<file path="src/rtl/adpll_pgm_sequencer_if.sv">
// Host write port of the ADPLL programming sequencer.
// Carries one select/value write per valid/ready handshake.
interface adpll_pgm_sequencer_if;
  logic       wr_valid;
  logic       wr_ready;
  logic [2:0] wr_sel;
  logic [4:0] wr_data;

  modport master (
    output wr_valid,
    output wr_sel,
    output wr_data,
    input  wr_ready
  );

  modport slave (
    input  wr_valid,
    input  wr_sel,
    input  wr_data,
    output wr_ready
  );
endinterface

</file>
<file path="src/rtl/adpll_pgm_sequencer.sv">
// ADPLL programming sequencer: replays host writes as SETUP/STROBE/HOLD.
// Optional readback shadow registers: define ADPLL_PGM_SHADOW_EN.
module adpll_pgm_sequencer #(
  parameter int unsigned SETUP_CYC = 2,
  parameter int unsigned PULSE_CYC = 2,
  parameter int unsigned HOLD_CYC  = 2,
  parameter int unsigned CNT_W     = 4
) (
  input  logic       clk,
  input  logic       clr,
  adpll_pgm_sequencer_if.slave wr,
  output logic       busy,
  output logic       done,
  output logic       err,
  output logic       program_o,
  output logic [2:0] param_sel,
  output logic [4:0] pgm_value,
  output logic       pgm_oe
`ifdef ADPLL_PGM_SHADOW_EN
  ,
  input  logic [2:0] rd_sel,
  output logic [4:0] rd_data
`endif
);

  localparam int unsigned SETUP_N = (SETUP_CYC == 0) ? 1 : SETUP_CYC;
  localparam int unsigned PULSE_N = (PULSE_CYC == 0) ? 1 : PULSE_CYC;
  localparam int unsigned HOLD_N  = (HOLD_CYC  == 0) ? 1 : HOLD_CYC;

  localparam logic [CNT_W-1:0] SETUP_LD = CNT_W'(SETUP_N - 1);
  localparam logic [CNT_W-1:0] PULSE_LD = CNT_W'(PULSE_N - 1);
  localparam logic [CNT_W-1:0] HOLD_LD  = CNT_W'(HOLD_N - 1);

  localparam logic [2:0] SEL_MAX = 3'd5;

  typedef enum logic [1:0] {
    IDLE   = 2'd0,
    SETUP  = 2'd1,
    STROBE = 2'd2,
    HOLD   = 2'd3
  } state_t;

  state_t           state_q, state_d;
  logic [CNT_W-1:0] cnt_q, cnt_d;
  logic             prog_q, prog_d;
  logic [2:0]       sel_q, sel_d;
  logic [4:0]       val_q, val_d;
  logic             oe_q, oe_d;
  logic             rdy_q, rdy_d;
  logic             busy_q, busy_d;
  logic             done_q, done_d;
  logic             err_q, err_d;
  logic             accept;
  logic             cnt_zero;
  logic             hold_exit;

  assign accept   = wr.wr_valid & rdy_q;
  assign cnt_zero = (cnt_q == '0);

  // Next-state and registered-output decode of the phase sequencer.
  always_comb begin
    state_d   = state_q;
    cnt_d     = cnt_q;
    prog_d    = prog_q;
    sel_d     = sel_q;
    val_d     = val_q;
    oe_d      = oe_q;
    rdy_d     = rdy_q;
    busy_d    = busy_q;
    done_d    = 1'b0;
    err_d     = 1'b0;
    hold_exit = 1'b0;
    unique case (state_q)
      IDLE: begin
        if (accept) begin
          if (wr.wr_sel > SEL_MAX) begin
            err_d = 1'b1;
          end else begin
            state_d = SETUP;
            cnt_d   = SETUP_LD;
            sel_d   = wr.wr_sel;
            val_d   = wr.wr_data;
            oe_d    = 1'b1;
            rdy_d   = 1'b0;
            busy_d  = 1'b1;
          end
        end
      end
      SETUP: begin
        if (cnt_zero) begin
          state_d = STROBE;
          cnt_d   = PULSE_LD;
          prog_d  = 1'b1;
        end else begin
          cnt_d = cnt_q - 1'b1;
        end
      end
      STROBE: begin
        if (cnt_zero) begin
          state_d = HOLD;
          cnt_d   = HOLD_LD;
          prog_d  = 1'b0;
        end else begin
          cnt_d = cnt_q - 1'b1;
        end
      end
      HOLD: begin
        if (cnt_zero) begin
          hold_exit = 1'b1;
          state_d   = IDLE;
          cnt_d     = '0;
          oe_d      = 1'b0;
          rdy_d     = 1'b1;
          busy_d    = 1'b0;
          done_d    = 1'b1;
        end else begin
          cnt_d = cnt_q - 1'b1;
        end
      end
      default: begin
        state_d = IDLE;
        cnt_d   = '0;
        prog_d  = 1'b0;
        oe_d    = 1'b0;
        rdy_d   = 1'b1;
        busy_d  = 1'b0;
      end
    endcase
  end

  // State and output registers; clr drops the pins at once.
  always_ff @(posedge clk or posedge clr) begin
    if (clr) begin
      state_q <= IDLE;
      cnt_q   <= '0;
      prog_q  <= 1'b0;
      sel_q   <= '0;
      val_q   <= '0;
      oe_q    <= 1'b0;
      rdy_q   <= 1'b1;
      busy_q  <= 1'b0;
      done_q  <= 1'b0;
      err_q   <= 1'b0;
    end else begin
      state_q <= state_d;
      cnt_q   <= cnt_d;
      prog_q  <= prog_d;
      sel_q   <= sel_d;
      val_q   <= val_d;
      oe_q    <= oe_d;
      rdy_q   <= rdy_d;
      busy_q  <= busy_d;
      done_q  <= done_d;
      err_q   <= err_d;
    end
  end

  assign wr.wr_ready = rdy_q;
  assign busy        = busy_q;
  assign done        = done_q;
  assign err         = err_q;
  assign program_o   = prog_q;
  assign param_sel   = sel_q;
  assign pgm_value   = val_q;
  assign pgm_oe      = oe_q;

`ifdef ADPLL_PGM_SHADOW_EN
  logic [4:0] shadow_q [6];

  // Shadow copy of each parameter, committed when its write completes.
  always_ff @(posedge clk or posedge clr) begin
    if (clr) begin
      for (int i = 0; i < 6; i++) shadow_q[i] <= '0;
    end else if (hold_exit) begin
      for (int i = 0; i < 6; i++) begin
        if (sel_q == 3'(i)) shadow_q[i] <= val_q;
      end
    end
  end

  // Readback mux; unused selects read as zero.
  always_comb begin
    rd_data = '0;
    for (int i = 0; i < 6; i++) begin
      if (rd_sel == 3'(i)) rd_data = shadow_q[i];
    end
  end
`endif

endmodule
</file>
<file path="src/flat_wrapper.sv">
// flat-port wrapper written by rule: the top's interface ports become plain ports
module adpll_pgm_sequencer_flat 
#(
  parameter int unsigned SETUP_CYC = 2,
  parameter int unsigned PULSE_CYC = 2,
  parameter int unsigned HOLD_CYC  = 2,
  parameter int unsigned CNT_W     = 4
)
  (clk, clr, busy, done, err, program_o, param_sel, pgm_value, pgm_oe, wr_wr_valid, wr_wr_sel, wr_wr_data, wr_wr_ready);
  adpll_pgm_sequencer_if wr_i ();
  input  logic clk;
  input  logic clr;
  output logic busy;
  output logic done;
  output logic err;
  output logic program_o;
  output logic [2:0] param_sel;
  output logic [4:0] pgm_value;
  output logic pgm_oe;
  input wire logic [$bits(wr_i.wr_valid)-1:0] wr_wr_valid;
  input wire logic [$bits(wr_i.wr_sel)-1:0] wr_wr_sel;
  input wire logic [$bits(wr_i.wr_data)-1:0] wr_wr_data;
  output wire logic [$bits(wr_i.wr_ready)-1:0] wr_wr_ready;
  assign wr_i.wr_valid = wr_wr_valid;
  assign wr_i.wr_sel = wr_wr_sel;
  assign wr_i.wr_data = wr_wr_data;
  assign wr_wr_ready = wr_i.wr_ready;
  adpll_pgm_sequencer #(.SETUP_CYC(SETUP_CYC), .PULSE_CYC(PULSE_CYC), .HOLD_CYC(HOLD_CYC), .CNT_W(CNT_W)) u_core (.clk(clk), .clr(clr), .wr(wr_i), .busy(busy), .done(done), .err(err), .program_o(program_o), .param_sel(param_sel), .pgm_value(pgm_value), .pgm_oe(pgm_oe));
endmodule
</file>
<file path="config.mk">
export PLATFORM = sky130hd
export DESIGN_NAME = adpll_pgm_sequencer_flat
export DESIGN_NICKNAME = d
export VERILOG_FILES = /design/src/rtl/adpll_pgm_sequencer_if.sv /design/src/rtl/adpll_pgm_sequencer.sv /design/src/flat_wrapper.sv
export SDC_FILE = /design/constraint.sdc
export NUM_CORES = 1
export LEC_CHECK = 0
export BUFFER_PORTS_ARGS = -buffer_cell sky130_fd_sc_hd__buf_4
export CORE_UTILIZATION = 46
export CTS_CLUSTER_SIZE = 10
export DETAILED_ROUTE_END_ITERATION = 10
export PLACE_DENSITY = 0.74
export SYNTH_ARGS = -nofsm -noshare
export SYNTH_HDL_FRONTEND = slang
export SYNTH_SLANG_ARGS = --single-unit
</file>
<file path="constraint.sdc">
create_clock -name clk -period 1.5 [get_ports clk]
set_clock_uncertainty 0.05 [all_clocks]
set_input_delay 0.225 -clock clk [delete_from_list [all_inputs] [get_ports clk]]
set_output_delay 0.225 -clock clk [all_outputs]
set_load 0.05 [all_outputs]
</file>
## After elaboration in Yosys (flattened, before gate mapping)

Cells that the tools add are included.

- Logic and storage cells: 56
- Register bits after elaboration: 19
- Input port bits: 11

- Reductions and logical operators: 10
- $lt $le $gt $ge: 1
- $add $sub $neg: 1
- Bitwise gates (word level): 2
- Equality and inequality tests: 8
- Multiplexer cells: 25

Operator list:

| kind | count |
|---|---|
| $mux 4 | 4 |
| $pmux 4 s3 | 1 |
| $mux 1 | 11 |
| $mux 2 | 5 |
| $ne 2x1->1 const B | 4 |
| $pmux 2 s4 | 1 |
| $pmux 1 s2 | 3 |
| $reduce_and 3->1 | 2 |
| $reduce_and 5->1 | 1 |
| $eq 2x2->1 const B | 2 |
| $logic_not 4->1 | 1 |
| $reduce_and 4->1 | 1 |
| $reduce_bool 2->1 | 2 |
| $sub 4x1->4 const B | 1 |
| $gt 3x3->1 const B | 1 |
| $eq 2x1->1 const B | 1 |
| $logic_not 2->1 | 1 |
| $ne 2x2->1 const B | 1 |
| $reduce_and 2->1 | 1 |
| $reduce_or 2->1 | 1 |
| $and 1x1->1 | 1 |
| $not 1->1 | 1 |

## Longest topological paths before layout

Gate-level depths: netlist of run 1.

- Word-level depth: 4
- Gate-level depth with buffers: 7
- Depth with buffers taken out: 6

## Least setup slack after synthesis of run 1

No wires, ideal clock.

- Path kind: register to register
- Start: register u_core.rdy_q, in the netlist u_core.wr.wr_ready
- End: register u_core.sel_q[0], in the netlist u_core.param_sel[0]
- Path slack: -0.097 ns
- Library setup time: 0.125 ns
- Path buffers: 1
- Clock period less this slack: 1.597 ns
- Arrival time: 1.421 ns
- Cell stages (with the launch flop): 5
- Cell sequence: dfstp_2 > nand3_2 > nand2b_4 > buf_6 > mux2_4

- Word-level cells in the longest chain between the ends: 2

RTL lines:

| what | RTL line | RTL |
|---|---|---|
| start, declared | adpll_pgm_sequencer.sv:49 | `logic rdy_q, rdy_d;` |
| start signal, assigned | adpll_pgm_sequencer.sv:151 | `rdy_q <= rdy_d;` |
| $and 1x1->1 | adpll_pgm_sequencer.sv:57 | `assign accept = wr.wr_valid & rdy_q;` |
| $reduce_and 3->1 (no line) | n/a |  |
| end signal, assigned | adpll_pgm_sequencer.sv:148 | `sel_q <= sel_d;` |
| end, declared | adpll_pgm_sequencer.sv:46 | `logic [2:0] sel_q, sel_d;` |

Every way passes these cells.
A chain may end at the register's enable or synchronous reset.

## Worst setup path in the final report of run 1

- Start: register u_core.cnt_q[0]
- End: register u_core.state_q[1]

- Word-level cells in the longest chain between the ends: 3
- Elaborated cells on any way between the ends: 5

RTL lines:

| what | RTL line | RTL |
|---|---|---|
| start, declared | adpll_pgm_sequencer.sv:44 | `logic [CNT_W-1:0] cnt_q, cnt_d;` |
| start signal, assigned | adpll_pgm_sequencer.sv:146 | `cnt_q <= cnt_d;` |
| $logic_not 4->1 (*) | adpll_pgm_sequencer.sv:58 | `assign cnt_zero = (cnt_q == '0);` |
| $ne 2x1->1 (no line) | n/a |  |
| $reduce_and 5->1 (no line) (*) | n/a |  |
| end signal, assigned | adpll_pgm_sequencer.sv:145 | `state_q <= state_d;` |
| end, declared | adpll_pgm_sequencer.sv:43 | `state_t state_q, state_d;` |

Mark *: on every way between the ends. The rest lies on a longest branch, timed or not.

==> metrics.md, run 1 <==
| Metric | Value |
|---|---|
| First-pass GRT wire length | slightly above 3000 um |
| Design area | about 1400 sq um |
| Fin. Hold Viols | 0 |
| Vias in the first global route | 679 |
| Status | finished, violations left |
| Max-slew headroom | 81.6% |
| Grt ovf | 0 |
| Worst hold path depth | 2 |
| Setup CP Type | reg2reg |
| Period minus WS final | approximately 1600 ps |
| CP dominant cell by count | nor2_2 |
| Clock latency on the worst-skew pair | roughly 310 ps |
| Cell Chain, Critical Path | inv_2 -> ha_4 -> nor3b_4 -> nor2_2 -> nor2_2 -> mux2_4 |
| Fin. max-slew vios | 0 |
| Drt first-iter violations | 8 |
| DRC | 0 |
| Placed wire-length estimate | 1490 um |
| Period utilization | 105% |
| Pre-antenna DRT Iters | 4 |
| Initial cell density of the core | around half |
| Antenna cells | 0 |
| Slowest cell on crit path | dfrtp_1 |
| CP Capture Type | register |
| Most frequent cells in the layout | buf_4 (38), dfrtp_1 (17), nor2_1 (8) |
| Crit path required time | around 1700 ps |
| Avg Inst Size Synth | around 11 sq um |
| Routed WL per cell | between 10 and 15 um |
| Post-route setup TNS | -273 ps |
| Clk buf depth | 2 |
| Yosys warnings | 0 |
| Fill count | 145 |
| Min-delay worst type | in2reg |
| Share of layout cells above drive strength 1 | about three fifths |
| GRT Util Overall | between 20% and 30% |
| Num Clock Sinks | 19 |
| Routability Congestion | about 0.8 |
| Area delta synth->final | 46.2% |
| Register Area | between 400 and 500 sq um |
| CP peak stage delay | ~400 ps |
| Setup WS post-layout | -68.7 ps |
| Initial antenna violation count | 0 |
| Area of the multi-input gates | 541 sq um |
| Most common cell after layout, fill and taps aside | buf_4 |
| #FFs+latches synth | 19 |
| Synthesized net count | between 100 and 150 |
| Failing checks | negative setup slack |
| Max Freq | approximately 640 MHz |
| Via density | 5.10 |
| Post-DRT Antenna Nets | 0 |
| H-tree levels | 1 |
| IO Pins | 25 |
| CTS tree | yes |
| Unrepaired setup endpoints after global routing | yes |
| Area post-placement | around 1300 sq um |
| Placed insts | 144 |
| Max-cap violations | 0 |
| Mapped Area | just under 1000 sq um |
| Worst Tran Pin Value | between 200 and 300 ps |
| Root Buffer | clkbuf_4 |
| CTS clk-pin slew, worst paths | about 110 ps |
| Layout Cells excl Fill | 153 |
| Core area | just under 2000 sq um |
| Max FO, Critical Path | 4 |
| Total CTS buffers | 3 |
| Finish-stage setup viols | 10 |
| Total die area | ~2300 sq um |
| Mapped Cells | 84 |
| WP data arrival | 1730 ps |
| R2R depth | 6 |
| IO buf count | 24 |
| Die H | around 48 um |
| Number of core rows | 16 |
| Library cells used by synthesis | 29 |
| WL final | ~2100 um |
| Critical path launch point type | register |
| Final net count | around 140 |
| Die width | 47.8 um |
| Largest net degree at the start of global routing | 20 |
| Register area share after synthesis | approximately 49% |
| Post-Place Worst Slack | -91.5 ps |
| DR vias | about 780 |
## kinds of logic after synthesis
family,after synthesis,synth area share [%]
flip-flops,19,49.4
adder cells (fa/ha/maj),6,7.77
multiplexers,7,10.9
AO/OA/AOI/OAI,16,11.4
AND/OR/NAND/NOR,28,16.3
buffers and inverters,8,4.27
## cell type report
cell class                 count  area share (%)
sequential                    19            34.1
tap                           27            2.39
clock inverter                 1           0.354
clock buffer                   3            1.59
multi-input combinational     57            38.3
timing repair buffer          40            21.7
inverter                       6            1.59
## synth_stat cells
cell type	number	area share, %
a21o_1	1	0.78
a21oi_1	5	2.6
a2bb2oi_1	1	0.91
a31oi_4	1	2.2
and2_1	1	0.65
buf_4	1	0.78
buf_6	1	1.2
dfrtp_1	18	47
dfstp_2	1	2.7
ha_1	6	7.8
inv_1	6	2.3
mux2_4	7	11
nand2_1	7	2.7
nand2b_1	1	0.65
nand2b_4	1	1.4
nand3_2	1	1.0
nor2_1	9	3.5
nor2_2	1	0.65
nor2b_1	1	0.65
nor3_1	1	0.52
nor3b_2	1	1.3
nor4_1	1	0.65
o21ai_0	5	2.6
o21ai_1	1	0.52
o31ai_1	1	0.78
o32a_1	1	1.0
or3_1	1	0.65
or3b_4	1	1.2
or4_1	1	0.78
## through the flow
step,hold slack [ps],util (%)
5_1_grt,80.9,72.0
3_5_place_dp,223,65.4
4_1_cts,79.9,70.2
6_report,84.5,72.0
3_3_place_gp,217,65.4
2_1_floorplan,125,-
## repair_timing
| item | CTS | global route |
|---|---|---|
| hold endpoints to repair | 18 | 0 |
| pin swaps | 4 | 2 |
| hold buffers | 1 | 0 |
| gates resized for setup | 10 | 9 |
| buffers inserted | 3 | 1 |
| endpoints found under the setup margin | 11 | 13 |
## worst max-delay path, delay by kind of cell, from the launching register on
family                     cells  cell delay [ps]
and+or+nand+nor                3              480
adders and majority gates      1              140
DFF                            1              400
muxes                          1              310
buffers and inverters          1               90
## sequential cells by signal (all words and copies together), names as in the netlist
| signal | count |
|---|---|
| u_core.program_o | 1 |
| u_core.pgm_oe | 1 |
| u_core.state_q | 2 |
| u_core.done | 1 |
| u_core.cnt_q | 4 |
| u_core.pgm_value | 5 |
| u_core.err | 1 |
| u_core.param_sel | 3 |
| u_core.wr.wr_ready | 1 |
## final timing paths
path / from / endpoint / slack (ps)
setup reg to reg: u_core.cnt_q[0] / u_core.state_q[1] / -70
hold / removal: wr_wr_data[0] / u_core.pgm_value[0] / 80
min in group asynchronous: clr / u_core.pgm_value[2] / 440
setup / recovery: u_core.cnt_q[0] / u_core.state_q[1] / -70
hold reg to reg: u_core.param_sel[2] / u_core.param_sel[2] / 470
max in group asynchronous: clr / u_core.wr.wr_ready / 710
## per-layer routing
| metal | wire length, um | global-route usage, % |
|---|---|---|
| met1 | 940 | 27.9 |
| met2 | 1040 | 30.0 |
| met3 | 82 | 4.53 |
| met4 | 56 | 13.3 |
| met5 | 0 | 0 |
Power of run 1 is not shown: default switching activity piles up to over one toggle a cycle in this logic, so the estimate is an artifact.
==> run 2: changes to the inputs <==
- ABC_AREA: default -> 1
- CORE_ASPECT_RATIO: default -> 0.6
- CORE_UTILIZATION: 46 -> 47
==> metrics.md, run 2 <==
| Metric | Value |
|---|---|
| Status | completed |
| Vias in the first global route | 737 (+8.5%) |
| Hold EP | u_core.pgm_value[4] |
| Die H | 38.6 um (-19%) |
| Worst hold path depth | 3 (+1) |
| Routed WL per cell | 11.3 um (-18%) |
| CTS tree | yes |
| Most frequent cell after synthesis | nand2_1 |
| Register area share after synthesis | 45.5% (-3.9 points) |
| Clock latency on the worst-skew pair | 260 ps (-50 ps) |
| EDFF count, synth | 0 (unchanged) |
| Most instantiated cells after synthesis | nand2_1 (46), dfrtp_1 (18), inv_1 (7), nand2_4 (7), ha_1 (6) |
| Max reg flops | 5 (unchanged) |
| Setup WS post-layout | 107 ps (+175 ps) |
| Num Clock Sinks | 19 (unchanged) |
| Initial cell density of the core | 53.3% (+4.1 points) |
| Yosys top cell area share | 43.0% (-3.7 points) |
| Critical R2R Capture | u_core.state_q[1] |
| Die width | 63.0 um (+32%) |
| Total die area | 2430 sq um (+6.2%) |
| Total CTS buffers | 3 (unchanged) |
| Final design utilization | 67.0% (-5.0 points) |
| DR vias | 822 (+5.2%) |
| WP data arrival | 1490 ps (-240 ps) |
| H-tree levels | 1 (unchanged) |
| Placed wire-length estimate | 1520 um (+2.0%) |
| Hold Path Origin | wr_wr_data[4] |
| Critical path launch point type | register |
| Dominant synthesized flop cell | dfrtp_1 |
| Max-slew headroom | 79.3% (-2.3 points) |
| Pre-antenna DRT Iters | 4 (unchanged) |
| Most common cell after layout, fill and taps aside | nand2_1 |
| Max-cap violations | 0 (unchanged) |
| WL final | 1960 um (-7.6%) |
| Routability Congestion | 0.793 (-0.31%) |
| WHS | 111 ps (+26.1 ps) |
| Via density | 4.75 (-6.9%) |
| Period minus WS final | 1390 ps (-175 ps) |
| Root Buffer | clkbuf_8 |
| Drt first-iter violations | 34 (+26) |
| Largest net degree at the start of global routing | 20 (unchanged) |
| Post-DRT Antenna Nets | 0 (unchanged) |
| Synth top area cells | dfrtp_1 (43%), nand2_1 (16%), nand2_4 (7.5%) |
| P_leak | 0.736 nW |
| Worst Tran Pin Value | 310 ps (+37.4 ps) |
| Most frequent cells in the layout | nand2_1 (46), buf_4 (26), dfrtp_1 (18) |
| Library cells used by synthesis | 25 (-14%) |
| GRT Util Overall | 18.3% (-2.4 points) |
| Avg Inst Size Synth | 9.04 sq um (-21%) |
| Cell family with most CP delay | simple AND/OR/NAND/NOR gates |
| Unrepaired setup endpoints after global routing | no |
| Initial antenna violation count | 0 (unchanged) |
| Cell accounting for the most synthesized area | dfrtp_1 |
| Yosys warnings | 0 (unchanged) |
| Final net count | 163 (+13%) |
| Slowest cell on crit path | dfrtp_1 |
| Mapped Cells | 116 (+38%) |
| Min-delay worst type | in2reg |
| Post-Place Worst Slack | 70.9 ps (+162 ps) |
| Max FO, Critical Path | 4 (unchanged) |
| Finish-stage setup viols | 0 (-10) |
| Fill count | 151 (+4.1%) |
| Mapped Area | 1050 sq um (+8.5%) |
| CP Capture Type | register |
| Grt ovf | 0 (unchanged) |
| Antenna cells | 0 (unchanged) |
| Post-route setup TNS | 0 ps (+273 ps) |
| Layout Cells excl Fill | 173 (+13%) |
| Synthesized net count | 133 (+32%) |
| First-pass GRT wire length | 3230 um (+5.2%) |
| Crit path required time | 1590 ps (-70 ps) |
| R2R setup slack | 110 ps (+180 ps) |
| IO buf count | 24 (unchanged) |
| Area delta synth->final | 25.8% |
| R2R depth | 7 (+1) |
| CP peak stage delay | 390 ps (about the same) |
| DRC | 0 (unchanged) |
| CP dominant cell by count | nand2_1 |
| Max Freq | 718 MHz (+13%) |
| Placed insts | 168 (+17%) |
| Number of core rows | 12 (-4) |
| IO Pins | 25 (unchanged) |
| CTS clk-pin slew, worst paths | 70 ps (-40 ps) |
| Synth async-reset ratio | 100% (unchanged) |
| PD cells | just under 700 nW/um^2 |
| Fin. Hold Viols | 0 (unchanged) |
| #FFs+latches synth | 19 (unchanged) |
| Maximum vdd ir drop | between 0.5 and 0.6 mV |
| Period utilization | 92.9% (-12 points) |
| R2r startpoint | u_core.state_q[0] |
| Cell Chain, Critical Path | inv_1 -> ha_1 -> or2_1 -> nand2_4 -> nand3_2 -> nand2_1 -> nand2_1 |
| Setup CP Type | reg2reg |
| Share of layout cells above drive strength 1 | 35.9% (-24 points) |
| Core area | 1970 sq um (+0.26%) |
| Fin. max-slew vios | 0 (unchanged) |
| Worst path bufs/invs | 1 (unchanged) |
| Clk buf depth | 2 (unchanged) |
run 2: worst max-delay path by stage:
stage	start	to	slack [ps]	depth (start not counted)
finish	u_core.state_q[0]	u_core.state_q[1]	110	7
global route	u_core.state_q[0]	u_core.state_q[1]	10	7
CTS	u_core.state_q[0]	u_core.param_sel[0]	60	7
detailed placement	u_core.state_q[0]	u_core.param_sel[0]	70	7
global placement	u_core.state_q[0]	u_core.pgm_value[2]	140	7
floorplan	u_core.wr.wr_ready	u_core.state_q[1]	140	7
run 2: logic make-up (layout without fill, tap and decap cells):
group                      count (synthesis)  in the layout  synth area share (%)
DFF                                       19             19                  45.5
buffers and inverters                     13             42                  6.21
and+or+nand+nor                           71             71                  36.4
xor gates and xnor gates                   2              2                  1.67
adders and majority gates                  6              6                  7.16
AOI/OAI and AO/OA                          5              5                  3.10
run 2: final cells by class:
cell class,instances,area [sq um],area share [%]
Multi-Input combinational cell,84,509,38.6
Clock inverter,1,5.00,0.380
Tap cell,28,35.0,2.66
Clock buffer,3,41.3,3.13
Sequential cell,19,477,36.1
Timing Repair Buffer,27,205,15.6
Inverter,11,46.3,3.51
run 2: report_power, final:
part | internal, mW | leakage, nW | switching [mW]
clock | 0.185 | 0.0255 | 0.172
combinational | 0.0216 | 0.469 | 0.0221
sequential | 0.512 | 0.241 | 0
run 2: worst min-delay path, stage by stage:
cell and delay (ps):
buf_4 80, nand2_1 40, nand2_1 50
run 2: timing repair:
| action | CTS | global route |
|---|---|---|
| resized for setup | 0 | 1 |
| setup buffers | 0 | 0 |
| hold buffers | 1 | 0 |
| endpoints found under the hold margin | 18 | 0 |
| endpoints found under the setup margin | 0 | 9 |
run 2: stage by stage:
step | area (sq um) | power, mW
final | 1320 | 0.912
after floorplan | 1050 | 0.537
after CTS | 1320 | 0.923
after global routing | 1320 | 0.945
after global placement | 1260 | 0.564
after detailed placement | 1260 | 0.564
run 2: metal layers:
metal  up-vias  GRT usage, %  routed length [um]
li1        419             -                   -
met5         -             0                   0
met2        14          30.1                 868
met4         0          5.23                  18
met3         2          4.71                  80
met1       387          24.3                 989
(Power assumes the default switching activity.)
==> run 3: changes to the inputs <==
- CORE_UTILIZATION: 47 -> 40
- PLACE_DENSITY: 0.74 -> default
- PLACE_DENSITY_LB_ADDON: default -> 0.15
==> metrics.md, run 3 (same netlist as run 2, synthesis figures left out) <==
| Metric | Value |
|---|---|
| Status | completed |
| Max FO, Critical Path | 4 (unchanged) |
| WL final | 2040 um (+4.3%) |
| Cell Chain, Critical Path | inv_1 -> ha_2 -> or2_1 -> nand2_4 -> nand3_2 -> nand2_1 -> nand2_1 |
| Clk buf depth | 2 (unchanged) |
| WP data arrival | 1490 ps (about the same) |
| Worst Tran Pin Value | 425 ps (+115 ps) |
| Layout Cells excl Fill | 175 (+1.2%) |
| Setup CP Type | reg2reg |
| P_leak | 0.732 nW (-0.53%) |
| Antenna cells | 0 (unchanged) |
| Design area | 1320 sq um (+0.29%) |
| Grt ovf | 0 (unchanged) |
| Placed wire-length estimate | 1660 um (+9.4%) |
| R2r startpoint | u_core.state_q[0] |
| Fin. Hold Viols | 0 (unchanged) |
| Largest net degree at the start of global routing | 12 (-40%) |
| CTS tree | yes |
| Slowest cell on crit path | dfrtp_1 |
| CTS clk-pin slew, worst paths | 70 ps (about the same) |
| Total CTS buffers | 3 (unchanged) |
| Most frequent cells in the layout | nand2_1 (46), buf_4 (26), dfrtp_1 (18) |
| Most common cell after layout, fill and taps aside | nand2_1 |
| First-pass GRT wire length | 3500 um (+8.3%) |
| Post-route setup TNS | 0 ps (unchanged) |
| Die width | 68.1 um (+8.1%) |
| Root Buffer | clkbuf_8 |
| Crit path required time | 1590 ps (about the same) |
| R2R depth | 7 (unchanged) |
| Period minus WS final | 1390 ps (+0.845 ps) |
| Worst setup path start | u_core.state_q[0] |
| IO Pins | 25 (unchanged) |
| Area delta synth->final | 26.1% |
| Clock latency on the worst-skew pair | 250 ps (about the same) |
| Die H | 41.7 um (+8.0%) |
| Share of layout cells above drive strength 1 | 35.9% (unchanged) |
| DR vias | 799 (-2.8%) |
| Core area | 2310 sq um (+17%) |
| CP peak stage delay | 400 ps (about the same) |
| Total die area | 2840 sq um (+17%) |
| R2R setup slack | 110 ps (about the same) |
| Via density | 4.57 (-3.9%) |
| Max Freq | 717 MHz (about the same) |
| Critical path launch point type | register |
| Routed WL per cell | 11.7 um (+3.2%) |
| Pre-antenna DRT Iters | 4 (unchanged) |
| WHS | 118 ps (+7.59 ps) |
| Worst setup path end | u_core.state_q[0] |
| Finish-stage setup viols | 0 (unchanged) |
| IO buf count | 24 (unchanged) |
| Fin. max-slew vios | 0 (unchanged) |
| Routability Congestion | 0.779 (-1.7%) |
| Critical R2R Capture | u_core.state_q[0] |
| Cell family with most CP delay | simple AND/OR/NAND/NOR gates |
| Post-DRT Antenna Nets | 0 (unchanged) |
| Period utilization | 92.9% (about the same) |
| CP Capture Type | register |
| Worst path bufs/invs | 1 (unchanged) |
| Initial antenna violation count | 0 (unchanged) |
| Num Clock Sinks | 19 (unchanged) |
| Maximum vdd ir drop | 0.534 mV (-2.6%) |
| Drt first-iter violations | 22 (-35%) |
| CP dominant cell by count | nand2_1 |
| WP depth | 7 (unchanged) |
| Max reg flops | 5 (unchanged) |
| PD cells | 689 nW/um^2 (-0.38%) |
| Max-slew headroom | 71.6% (-7.7 points) |
| Unrepaired setup endpoints after global routing | no |
| DRC | 0 (unchanged) |
| Placed insts | 170 (+1.2%) |
| Final net count | 163 (unchanged) |
| Vias in the first global route | 751 (+1.9%) |
| Number of core rows | 13 (+1) |
| Max-cap violations | 0 (unchanged) |
| Initial cell density of the core | 45.4% (-7.9 points) |
| H-tree levels | 1 (unchanged) |
| Min-delay worst type | in2reg |
| Area post-placement | 1260 sq um (+0.20%) |
| GRT Util Overall | 16.9% (-1.4 points) |
## run 3: cell count changes in the layout (fill, tap and decap cells not counted), sizes merged
| cell | previous run | this run |
|---|---|---|
| clkbuf | 3 | 4 |
| clkinv | 1 | 0 |
## run 3: power by group
group          total [mW]  internal [mW]  switching (mW)
logic              0.0438         0.0215          0.0224
clock network       0.356          0.189           0.167
registers           0.512          0.512               0
total               0.912          0.723           0.189
## run 3: how the worst min path moves through the flow
stage | from | endpoint | slack [ps] | cells past startpoint
floorplan | clr | u_core.cnt_q[0] | 130 | 1
global placement | clr | u_core.pgm_value[3] | 190 | 2
detailed placement | clr | u_core.pgm_value[3] | 200 | 2
CTS | wr_wr_data[0] | u_core.pgm_value[0] | 120 | 3
global route | wr_wr_data[4] | u_core.pgm_value[4] | 130 | 3
finish | wr_wr_data[0] | u_core.pgm_value[0] | 120 | 3
## run 3: what timing repair did
item,CTS,global route
resized for setup,0,2
hold buffers,1,0
buffers inserted,0,0
hold endpoints to repair,9,0
endpoints found under the setup margin,0,10
## run 3: final cells by class
type                       instances  area, sq um
fill                             226          987
multi-input combinational         84          512
sequential                        19          477
timing repair buffer              27          205
inverter                          11         46.3
clock buffer                       4         45.0
tap                               30         37.5
## run 3: metal layers
layer	wire length, um	share of wire, %	vias up	track usage, %
met5	0	0	-	0
met4	10	0.49	0	2.50
met3	98	4.8	2	6.59
met2	821	40	15	22.4
met1	1110	54	361	25.9
li1	-	-	421	-
## run 3: tightest hold or removal path: stages
cell and delay (ps):
buf_4 80, nand2_1 40, nand2_1 50
## run 3: per-stage QoR
step | power (mW) | worst slack, ps | util (%)
3_3_place_gp | 0.564 | 128 | 54.7
3_5_place_dp | 0.565 | 80.6 | 54.7
4_1_cts | 0.928 | 63.3 | 57.0
5_1_grt | 0.953 | 5.61 | 57.3
2_1_floorplan | 0.537 | 139 | -
6_report | 0.912 | 106 | 57.3
